[src/rtl/fetch_stage.sv]
// Instruction fetch stage: PC, single-outstanding imem request FSM, one-entry
// skid buffer for responses landing during a stall, and the IF/ID register.
module fetch_stage #(
    parameter logic [31:0] RESET_PC = 32'h0000_0000,
    parameter logic [31:0] NOP_INST = 32'h0000_0013
) (
    input  logic        clk,
    input  logic        rst_n,
    input  logic        pc_src,
    input  logic [31:0] branch_target,
    input  logic        IF_flush,
    input  logic        IF_ID_write,
    output logic        imem_req,
    output logic [31:0] imem_addr,
    input  logic        imem_rvalid,
    input  logic [31:0] imem_rdata,
    output logic [31:0] IF_ID_pc,
    output logic [31:0] IF_ID_pc4,
    output logic [31:0] IF_ID_inst,
    output logic        IF_ID_valid
);

    typedef enum logic [1:0] {S_FETCH, S_WAIT, S_DISCARD} state_t;

    typedef struct packed {
        logic [31:0] pc;
        logic [31:0] pc4;
        logic [31:0] inst;
        logic        valid;
    } ifid_t;

    state_t      state, state_nxt;
    logic [31:0] pc, pc_nxt, pc_plus4;
    logic [31:0] buf_inst, buf_inst_nxt;
    logic        buf_valid, buf_valid_nxt;
    ifid_t       ifid_q, ifid_nxt;

    logic resp, accept, stash, drain;

    assign pc_plus4 = pc + 32'd4;

    // accept: response goes straight into IF/ID; stash: it lands in the skid buffer
    assign resp   = (state == S_WAIT) && imem_rvalid;
    assign accept = resp && IF_ID_write && !pc_src && !IF_flush;
    assign stash  = resp && !pc_src && (!IF_ID_write || IF_flush);
    assign drain  = buf_valid && IF_ID_write && !pc_src && !IF_flush;

    always_comb begin
        state_nxt = state;
        imem_req  = 1'b0;
        imem_addr = pc;
        unique case (state)
            S_FETCH: begin
                // a redirect this cycle would make the request stale, so hold it back
                imem_req = !buf_valid && !pc_src;
                if (imem_req)
                    state_nxt = S_WAIT;
            end
            S_WAIT: begin
                if (accept) begin
                    imem_req  = 1'b1;
                    imem_addr = pc_plus4;
                end else if (imem_rvalid) begin
                    state_nxt = S_FETCH;
                end else if (pc_src) begin
                    state_nxt = S_DISCARD;
                end
            end
            S_DISCARD: begin
                if (imem_rvalid)
                    state_nxt = S_FETCH;
            end
            default: state_nxt = S_FETCH;
        endcase
        if (!rst_n)
            imem_req = 1'b0;
    end

    always_comb begin
        pc_nxt = pc;
        if (pc_src)
            pc_nxt = branch_target & ~32'h3;
        else if (accept || drain)
            pc_nxt = pc_plus4;
    end

    always_comb begin
        buf_inst_nxt  = buf_inst;
        buf_valid_nxt = buf_valid;
        if (pc_src) begin
            buf_valid_nxt = 1'b0;
        end else if (stash) begin
            buf_inst_nxt  = imem_rdata;
            buf_valid_nxt = 1'b1;
        end else if (drain) begin
            buf_valid_nxt = 1'b0;
        end
    end

    always_comb begin
        ifid_nxt = ifid_q;
        if (pc_src || IF_flush) begin
            ifid_nxt.inst  = NOP_INST;
            ifid_nxt.valid = 1'b0;
        end else if (IF_ID_write) begin
            if (accept || drain) begin
                ifid_nxt.pc    = pc;
                ifid_nxt.pc4   = pc_plus4;
                ifid_nxt.inst  = drain ? buf_inst : imem_rdata;
                ifid_nxt.valid = 1'b1;
            end else begin
                ifid_nxt.inst  = NOP_INST;
                ifid_nxt.valid = 1'b0;
            end
        end
    end

    always_ff @(posedge clk or negedge rst_n) begin
        if (!rst_n) begin
            state        <= S_FETCH;
            pc           <= RESET_PC;
            buf_inst     <= NOP_INST;
            buf_valid    <= 1'b0;
            ifid_q.pc    <= 32'h0;
            ifid_q.pc4   <= 32'h0;
            ifid_q.inst  <= NOP_INST;
            ifid_q.valid <= 1'b0;
        end else begin
            state     <= state_nxt;
            pc        <= pc_nxt;
            buf_inst  <= buf_inst_nxt;
            buf_valid <= buf_valid_nxt;
            ifid_q    <= ifid_nxt;
        end
    end

    assign IF_ID_pc    = ifid_q.pc;
    assign IF_ID_pc4   = ifid_q.pc4;
    assign IF_ID_inst  = ifid_q.inst;
    assign IF_ID_valid = ifid_q.valid;

endmodule

[config.mk]
export PLATFORM = sky130hd
export DESIGN_NAME = fetch_stage
export DESIGN_NICKNAME = d
export VERILOG_FILES = /design/src/rtl/fetch_stage.sv
export SDC_FILE = /design/constraint.sdc
export NUM_CORES = 1
export LEC_CHECK = 0
export ABC_AREA = 1
export BUFFER_PORTS_ARGS = -buffer_cell sky130_fd_sc_hd__clkbuf_2
export CAP_MARGIN = 25
export CORE_MARGIN = 2
export CORE_UTILIZATION = 48
export DETAILED_ROUTE_END_ITERATION = 7
export PLACE_DENSITY = 0.86
export SYNTH_ARGS = -nofsm -noshare
export SYNTH_HDL_FRONTEND = slang
export SYNTH_SLANG_ARGS = --single-unit
[constraint.sdc]
create_clock -name clk -period 1.55 [get_ports clk]
set_input_delay 0.155 -clock clk [delete_from_list [all_inputs] [get_ports clk]]
set_output_delay 0.155 -clock clk [all_outputs]
set_load 0.05 [all_outputs]
==> summary.txt, run 1 <==
Placed design
  – Buffers on Ports: 191
  – Estimated wirelength of the detail-placed design: 16,800 um
  – Placement-stage cell area: 10,100 um^2
  – Inst Count DP: 1,466
  – Worst slack after detailed placement: -0.280 ns
  – Placer congestion estimate: 0.950

Cells and area
  – Top library cells by usage in the layout, fill and taps aside: nand2_1 (288), clkbuf_2 (159), dfrtp_1 (150), nand2_2 (131), buf_4 (92)
  – FF+latch area: 3960 um^2
  – Most common cell after layout, fill and taps aside: nand2_1
  – Number of nets in the layout: 1,451
  – Layout fillers: 621
  – Share of post-route cells with drive strength above 1: 50.2%
  – Multi-input gate area: 4710 um^2
  – Final core utilization: 85.4%
  – Final instance count without filler cells: 1,610
  – Post-layout instance area: 13,500 um^2
  – Area added between synthesis and finish: 74.0%

Die
  – Die extent in x: 131 um
  – Standard cell core area: 15,800 um^2
  – Initial Util: 49.1%
  – Die area: 17,200 um^2
  – Row count: 46
  – Ports: 200
  – Height of the die: 131 um

Yosys
  – Seq cells post-synth: 158
  – Post-synth EDFFs: 0
  – Cell taking the most area after synthesis: dfrtp_1
  – Yosys warning total: 0
  – Number of instances in the synthesized netlist: 1,020
  – Share of the yosys chip area belonging to registers: 51.0%
  – Share of the synthesized area in the top cell type: 49.0%
  – Top post-synthesis cells by area: dfrtp_1 (49%), nand2_1 (23%), nand3_1 (4.2%), inv_1 (3.0%), o21ai_1 (2.7%)
  – Fraction of synthesis flops using an asynchronous set or reset pin: 100%
  – Summed instance area of the synthesized netlist: 7760 um^2
  – Main synth FF type: dfrtp_1
  – Synthesized area divided by synthesized cell count: 7.61 um^2
  – Number of distinct library cells after synthesis: 31

Clock network
  – Clock transition at path regs: 0.10 ns
  – Clock buffers created by TritonCTS: 17
  – Maximum count of clock buffers along a single path: 2
  – CTS tree: yes
  – H-tree level count: 4
  – Number of sinks on the clock net: 158
  – Buffer cell driving the clock tree root: clkbuf_16
  – Clock latency at the later pin of the worst-skew pair: 0.48 ns

STA
  – Final setup slack of the worst path: -1.10 ns
  – Hold_ws: -0.0152 ns
  – Transition time at the pin with the least slew margin: 0.722 ns
  – Normalized max-slew margin: 51.8%
  – Total count of max-transition violations in the final report: 0
  – Final count of hold timing violations: 3
  – Summed negative setup slack over all endpoints: -63.20 ns
  – Final setup fails: 162
  – Max Clock Freq: 0.377 GHz
  – Tmin final: 2.65 ns
  – Final worst-path cycle share: 171%
  – Final worst clock skew: 0.0346 ns
  – Setup repair after global routing missed its margin: true

Power and ir drop
  – Cell leakage power: 6.98 nW
  – P per Cell Area: 1550 nW/um^2
  – Worst IR Drop VDD: 1.23 mV
  – Design Power: 20.9 mW

Route
  – Wire length after detailed routing: 44,500 um
  – Average routed wire per standard cell: 27.7 um
  – Overall via count from detail_route: 10,700
  – Initial DRT Pass Iterations: 8
  – DR vias/cell: 6.67
  – DRC Markers: 47
  – DRC marker count from the first detailed-route iteration: 1,998
  – Remaining antenna violation count after routing: 0

Outcome
  – Run status: finished with violations
  – Failing checks: design-rule violations, negative hold slack, negative setup slack

Critical path
  – Arrival time at the worst endpoint: 2.50 ns
  – Worst Setup End Kind: output pin
  – CP Max Fanout: 3
  – Required time of the critical path: 1.39 ns
  – Worst Setup Start Kind: flip-flop
  – Critical setup path kind: flip-flop to output pin

Global routing
  – Global-route congestion overflow total: 0
  – Antenna violations before repair: 4
  – Pin count of the biggest net entering global routing: 81
  – Tot GR Track Use: 35.0%
  – Wire length of the first global-routing pass: 47,700 um
  – Vias in the first global route: 9,070

Hold path
  – Classification of the worst-slack hold path: input port to flip-flop

Flow run
  – Number of max-cap violations: 0
-- routing by layer --
metal	track usage (%)	vias up	wire length [um]
li1	-	3935	-
met1	42.3	4952	13800
met2	55.4	1302	18500
met3	8.64	554	7000
met4	24.3	2	5210
met5	0	-	13
-- path summary, 6_finish.rpt --
check	startpoint	endpoint	slack (ns)	cells past startpoint
max	pc[13]	imem_addr[19]	-1.10	9
min	branch_target[26]	pc[26]	-0.02	5
max reg2reg	pc[9]	IF_ID_pc4[28]	-0.74	14
min reg2reg	buf_inst[8]	buf_inst[8]	0.48	2
max in group asynchronous	rst_n	buf_inst[0]	0.81	3
min in group asynchronous	rst_n	IF_ID_pc[20]	0.30	3
-- flip-flops by register name, indices dropped and copies added, names as in the netlist --
name / cells
IF_ID_pc: 30
buf_inst: 32
IF_ID_pc4: 30
pc: 30
IF_ID_inst: 32
IF_ID_valid: 1
buf_valid: 1
state: 2
-- area by class of cell --
class / instances / area share [%]
multi-input cells: 742 / 34.8
diodes: 1 / 0.0185
clock buffers: 21 / 3.33
flip-flops and latches: 158 / 29.3
clock inverters: 11 / 0.871
well taps: 216 / 2.00
inverters: 67 / 2.20
repair buffers: 394 / 27.4
-- Yosys cell counts (2+ instances only) --
cell type and n:
and2_1 2, nand3_2 3, nor2_1 42, dfrtp_1 152
dfstp_2 6, o21bai_1 3, buf_2 23, nand2_2 3
buf_1 2, inv_2 5, xnor2_1 4, o21ai_1 42
buf_4 12, o21ai_0 40, clkbuf_1 14, o21a_1 2
nand3b_1 5, nand2_1 470, o22ai_1 16, inv_1 62
nand3_1 65, buf_6 7, a21oi_1 3, nor2_2 6
nand4_1 17, xor2_1 9
-- logic make-up (layout without fill, tap and decap cells) --
group / Yosys count / in the layout / synth area share [%]
and+or+nand+nor: 615 / 615 / 32.3
DFF: 158 / 158 / 51.0
buffers and inverters: 125 / 493 / 7.67
AOI/OAI and AO/OA: 107 / 107 / 7.35
xor gates and xnor gates: 13 / 13 / 1.47
adders and majority gates: 1 / 1 / 0.161
other: 1 / 7 / 0.0483
-- worst max-delay path, stage by stage (launching register included) --
cell and delay [ns]:
dfrtp_1 0.49, nand2_2 0.19, nor2_4 0.16, nand2_2 0.11
nor2_4 0.23, nand3_2 0.23, nand2_2 0.27, nand2_2 0.09
nand2_2 0.10, buf_12 0.14
-- repair_timing --
item                                    4_1_cts  5_1_grt
resized for setup                           158      284
pin swaps                                    47       71
hold endpoints to repair                    195        0
buffers inserted                             29       25
gates cloned                                  3       17
endpoints found under the setup margin       76      150
hold buffers                                 44        0
-- report_power, final --
part           internal (mW)  switching (mW)  total (mW)
clock                   2.41            2.02        4.42
combinational           2.99            6.84        9.83
sequential              5.44            1.21        6.65
No activity file was read; power rests on OpenSTA's default activity.
==> run 2: changes to the inputs <==
CORE_UTILIZATION = 44   (was 48)
PLACE_DENSITY = 0.81   (was 0.86)
REMOVE_ABC_BUFFERS = 1   (was not set)
==> run 2 against run 1 <==
Compared with the run above:
- the run ends with negative setup slack left
- hold slack improved by 0.025 ns
- sequential power down 5.0%
- final cell count is 0.37% higher
- clock skew is 0.019 ns lower
- non-clock buffer count is 4 lower
- first-iteration DRC count shrank 49%
- count of clock-buffer cells in the layout up 3
==> summary.txt, run 2 (synthesis gave the netlist of run 1 again) <==
Cells and area
  – Most common cell after layout, fill and taps aside: nand2_1 (unchanged)
  – Share of post-route cells with drive strength above 1: 41.8% (was 50.2%)
  – Number of antenna diodes: 0 (was 1)
  – Number of nets in the layout: 1,449 (was 1,451)
  – Layout fillers: 1,077 (was 621)
  – Area added between synthesis and finish: 63.7% (was 74.0%)
  – Top library cells by usage in the layout, fill and taps aside: nand2_1 (367), clkbuf_2 (159), dfrtp_1 (150), buf_4 (99), nand2_2 (86) (was nand2_1 (288), clkbuf_2 (159), dfrtp_1 (150), nand2_2 (131), buf_4 (92))
  – Final core utilization: 73.5% (was 85.4%)

Critical path
  – CP Max Fanout: 3 (unchanged)
  – Peak per-stage delay on the critical path: 0.38 ns (was 0.49 ns)
  – Arrival time at the worst endpoint: 2.29 ns (was 2.50 ns)
  – Critical setup path kind: flip-flop to output pin (unchanged)
  – Required time of the critical path: 1.39 ns (about the same)
  – Ordered list of cells on the worst path: ha_2, nand2_2, nor2_4, nand2_4, nor2_4, xor2_2, nand2_1, nand2_2, buf_12 (was nand2_2, nor2_4, nand2_2, nor2_4, nand3_2, nand2_2, nand2_2, nand2_2, buf_12)
  – Crit path max-delay cell type: dfrtp_1 (unchanged)
  – Worst Setup Start Kind: flip-flop (unchanged)
  – Worst Setup End Kind: output pin (unchanged)

Outcome
  – Failing checks: negative setup slack (was design-rule violations, negative hold slack, negative setup slack)
  – Run status: finished with violations (unchanged)

Global routing
  – Antenna violations before repair: 0 (was 4)
  – Met1 layer usage reported by global route: 34.9% (was 42.3%)
  – Wire length of the first global-routing pass: 40,700 um (was 47,700 um)
  – Vias in the first global route: 8,129 (was 9,070)
  – Busiest grt layer: met2 (unchanged)
  – Global-route congestion overflow total: 0 (unchanged)
  – Tot GR Track Use: 27.9% (was 35.0%)
  – Pin count of the biggest net entering global routing: 86 (was 81)
  – Met3 Track Usage GR: 6.70% (was 8.64%)
  – Met2 capacity usage during global routing: 47.2% (was 55.4%)

Route
  – Remaining antenna violation count after routing: 0 (unchanged)
  – Overall via count from detail_route: 9,114 (was 10,700)
  – Average routed wire per standard cell: 20.0 um (was 27.7 um)
  – DRC marker count from the first detailed-route iteration: 1,026 (was 1,998)
  – DR vias/cell: 5.64 (was 6.67)
  – Initial DRT Pass Iterations: 6 (was 8)
  – Wire length after detailed routing: 32,300 um (was 44,500 um)
  – DRC Markers: 0 (was 47)

STA
  – Tmin final: 2.45 ns (was 2.65 ns)
  – Final worst clock skew: 0.0159 ns (was 0.0346 ns)
  – Total count of max-transition violations in the final report: 0 (unchanged)
  – Final setup fails: 151 (was 162)
  – Final setup slack of the worst path: -0.900 ns (was -1.10 ns)
  – Setup repair after global routing missed its margin: true (unchanged)
  – Summed negative setup slack over all endpoints: -54.79 ns (was -63.20 ns)
  – Max Clock Freq: 0.408 GHz (was 0.377 GHz)
  – Final count of hold timing violations: 0 (was 3)
  – Final worst-path cycle share: 158% (was 171%)

Clock network
  – Clock transition at path regs: 0.07 ns (was 0.10 ns)
  – Clock latency at the later pin of the worst-skew pair: 0.44 ns (was 0.48 ns)
  – CTS tree: yes (unchanged)
  – H-tree level count: 4 (unchanged)
  – Number of sinks on the clock net: 158 (unchanged)
  – Clock buffers created by TritonCTS: 17 (unchanged)
  – Buffer cell driving the clock tree root: clkbuf_16 (unchanged)
  – Maximum count of clock buffers along a single path: 2 (unchanged)

Die
  – Ports: 200 (unchanged)
  – Standard cell core area: 17,300 um^2 (was 15,800 um^2)
  – Initial Util: 44.9% (was 49.1%)
  – Height of the die: 137 um (was 131 um)
  – Row count: 48 (was 46)
  – Die extent in x: 137 um (was 131 um)
  – Die area: 18,700 um^2 (was 17,200 um^2)

Power and ir drop
  – Worst IR Drop VDD: 1.48 mV (was 1.23 mV)
  – P per Cell Area: 1520 nW/um^2 (was 1550 nW/um^2)
  – Cell leakage power: 6.62 nW (was 6.98 nW)

Placed design
  – Placer congestion estimate: 0.865 (was 0.950)
  – Worst slack after detailed placement: -0.343 ns (was -0.280 ns)
  – Estimated wirelength of the detail-placed design: 16,100 um (was 16,800 um)
  – Buffers on Ports: 191 (unchanged)

Flow run
  – Number of max-cap violations: 0 (unchanged)

Hold path
  – Classification of the worst-slack hold path: input port to flip-flop (unchanged)
run 2: cell count changes in the layout (fill, tap and decap cells not counted), sizes merged:
cell      change
clkinv        -5
clkinvlp      +4
diode         -1
buf           -1
run 2: report_power, final:
part / switching, mW / internal [mW] / total (mW)
Sequential: 0.881 / 5.44 / 6.32
Clock: 1.82 / 2.55 / 4.37
Combinational: 5.98 / 2.60 / 8.58
Total: 8.67 / 10.6 / 19.3
run 2: cell type report:
type	instances	area [um^2]	area share, %
well taps	225	282	2.22
repair inverters	2	15.0	0.118
clock inverters	8	105	0.827
inverters	67	280	2.21
flip-flops and latches	158	3960	31.2
multi-input cells	742	4140	32.5
clock buffers	24	492	3.87
repair buffers	390	3430	27.0
run 2: final timing paths:
kind | startpoint | end | depth (start not counted) | slack, ns
max | pc[3] | imem_addr[16] | 9 | -0.90
min | branch_target[28] | pc[28] | 5 | 0.01
max reg2reg | pc[3] | IF_ID_pc4[17] | 14 | -0.46
min reg2reg | buf_inst[1] | buf_inst[1] | 2 | 0.47
max in group asynchronous | rst_n | buf_inst[1] | 3 | 0.76
min in group asynchronous | rst_n | IF_ID_inst[3] | 3 | 0.36
run 2: metrics by stage:
step / power [mW] / instance area (um^2) / std cells / hold slack, ns
floorplan: 11.0 / 7440 / 967 / -0.141
global placement: 13.3 / 9840 / 1485 / 0.244
detailed placement: 13.5 / 9840 / 1485 / 0.247
CTS: 18.2 / 11500 / 1582 / 0.000571
global route: 20.0 / 12700 / 1616 / 0.0209
finish: 19.3 / 12700 / 1616 / 0.00997
run 2: routing by layer:
metal	part of all wire [%]	wire length, um
met1	36	11600
met2	48	15500
met3	11	3440
met4	5.7	1840
met5	0	0
run 2: what timing repair did:
| item | CTS | global route |
|---|---|---|
| gates cloned | 2 | 13 |
| hold buffers | 44 | 0 |
| endpoints found under the hold margin | 195 | 0 |
| setup endpoints to repair | 52 | 120 |
| pin swaps | 24 | 45 |
| resized for setup | 123 | 218 |
| buffers inserted | 20 | 28 |
run 2: critical path, delay by kind of cell (launching register included):
kind / cells / cell delay, ns
xor gates and xnor gates: 1 / 0.26
adders and majority gates: 1 / 0.22
buffers and inverters: 1 / 0.15
DFF: 1 / 0.38
and+or+nand+nor: 6 / 0.83
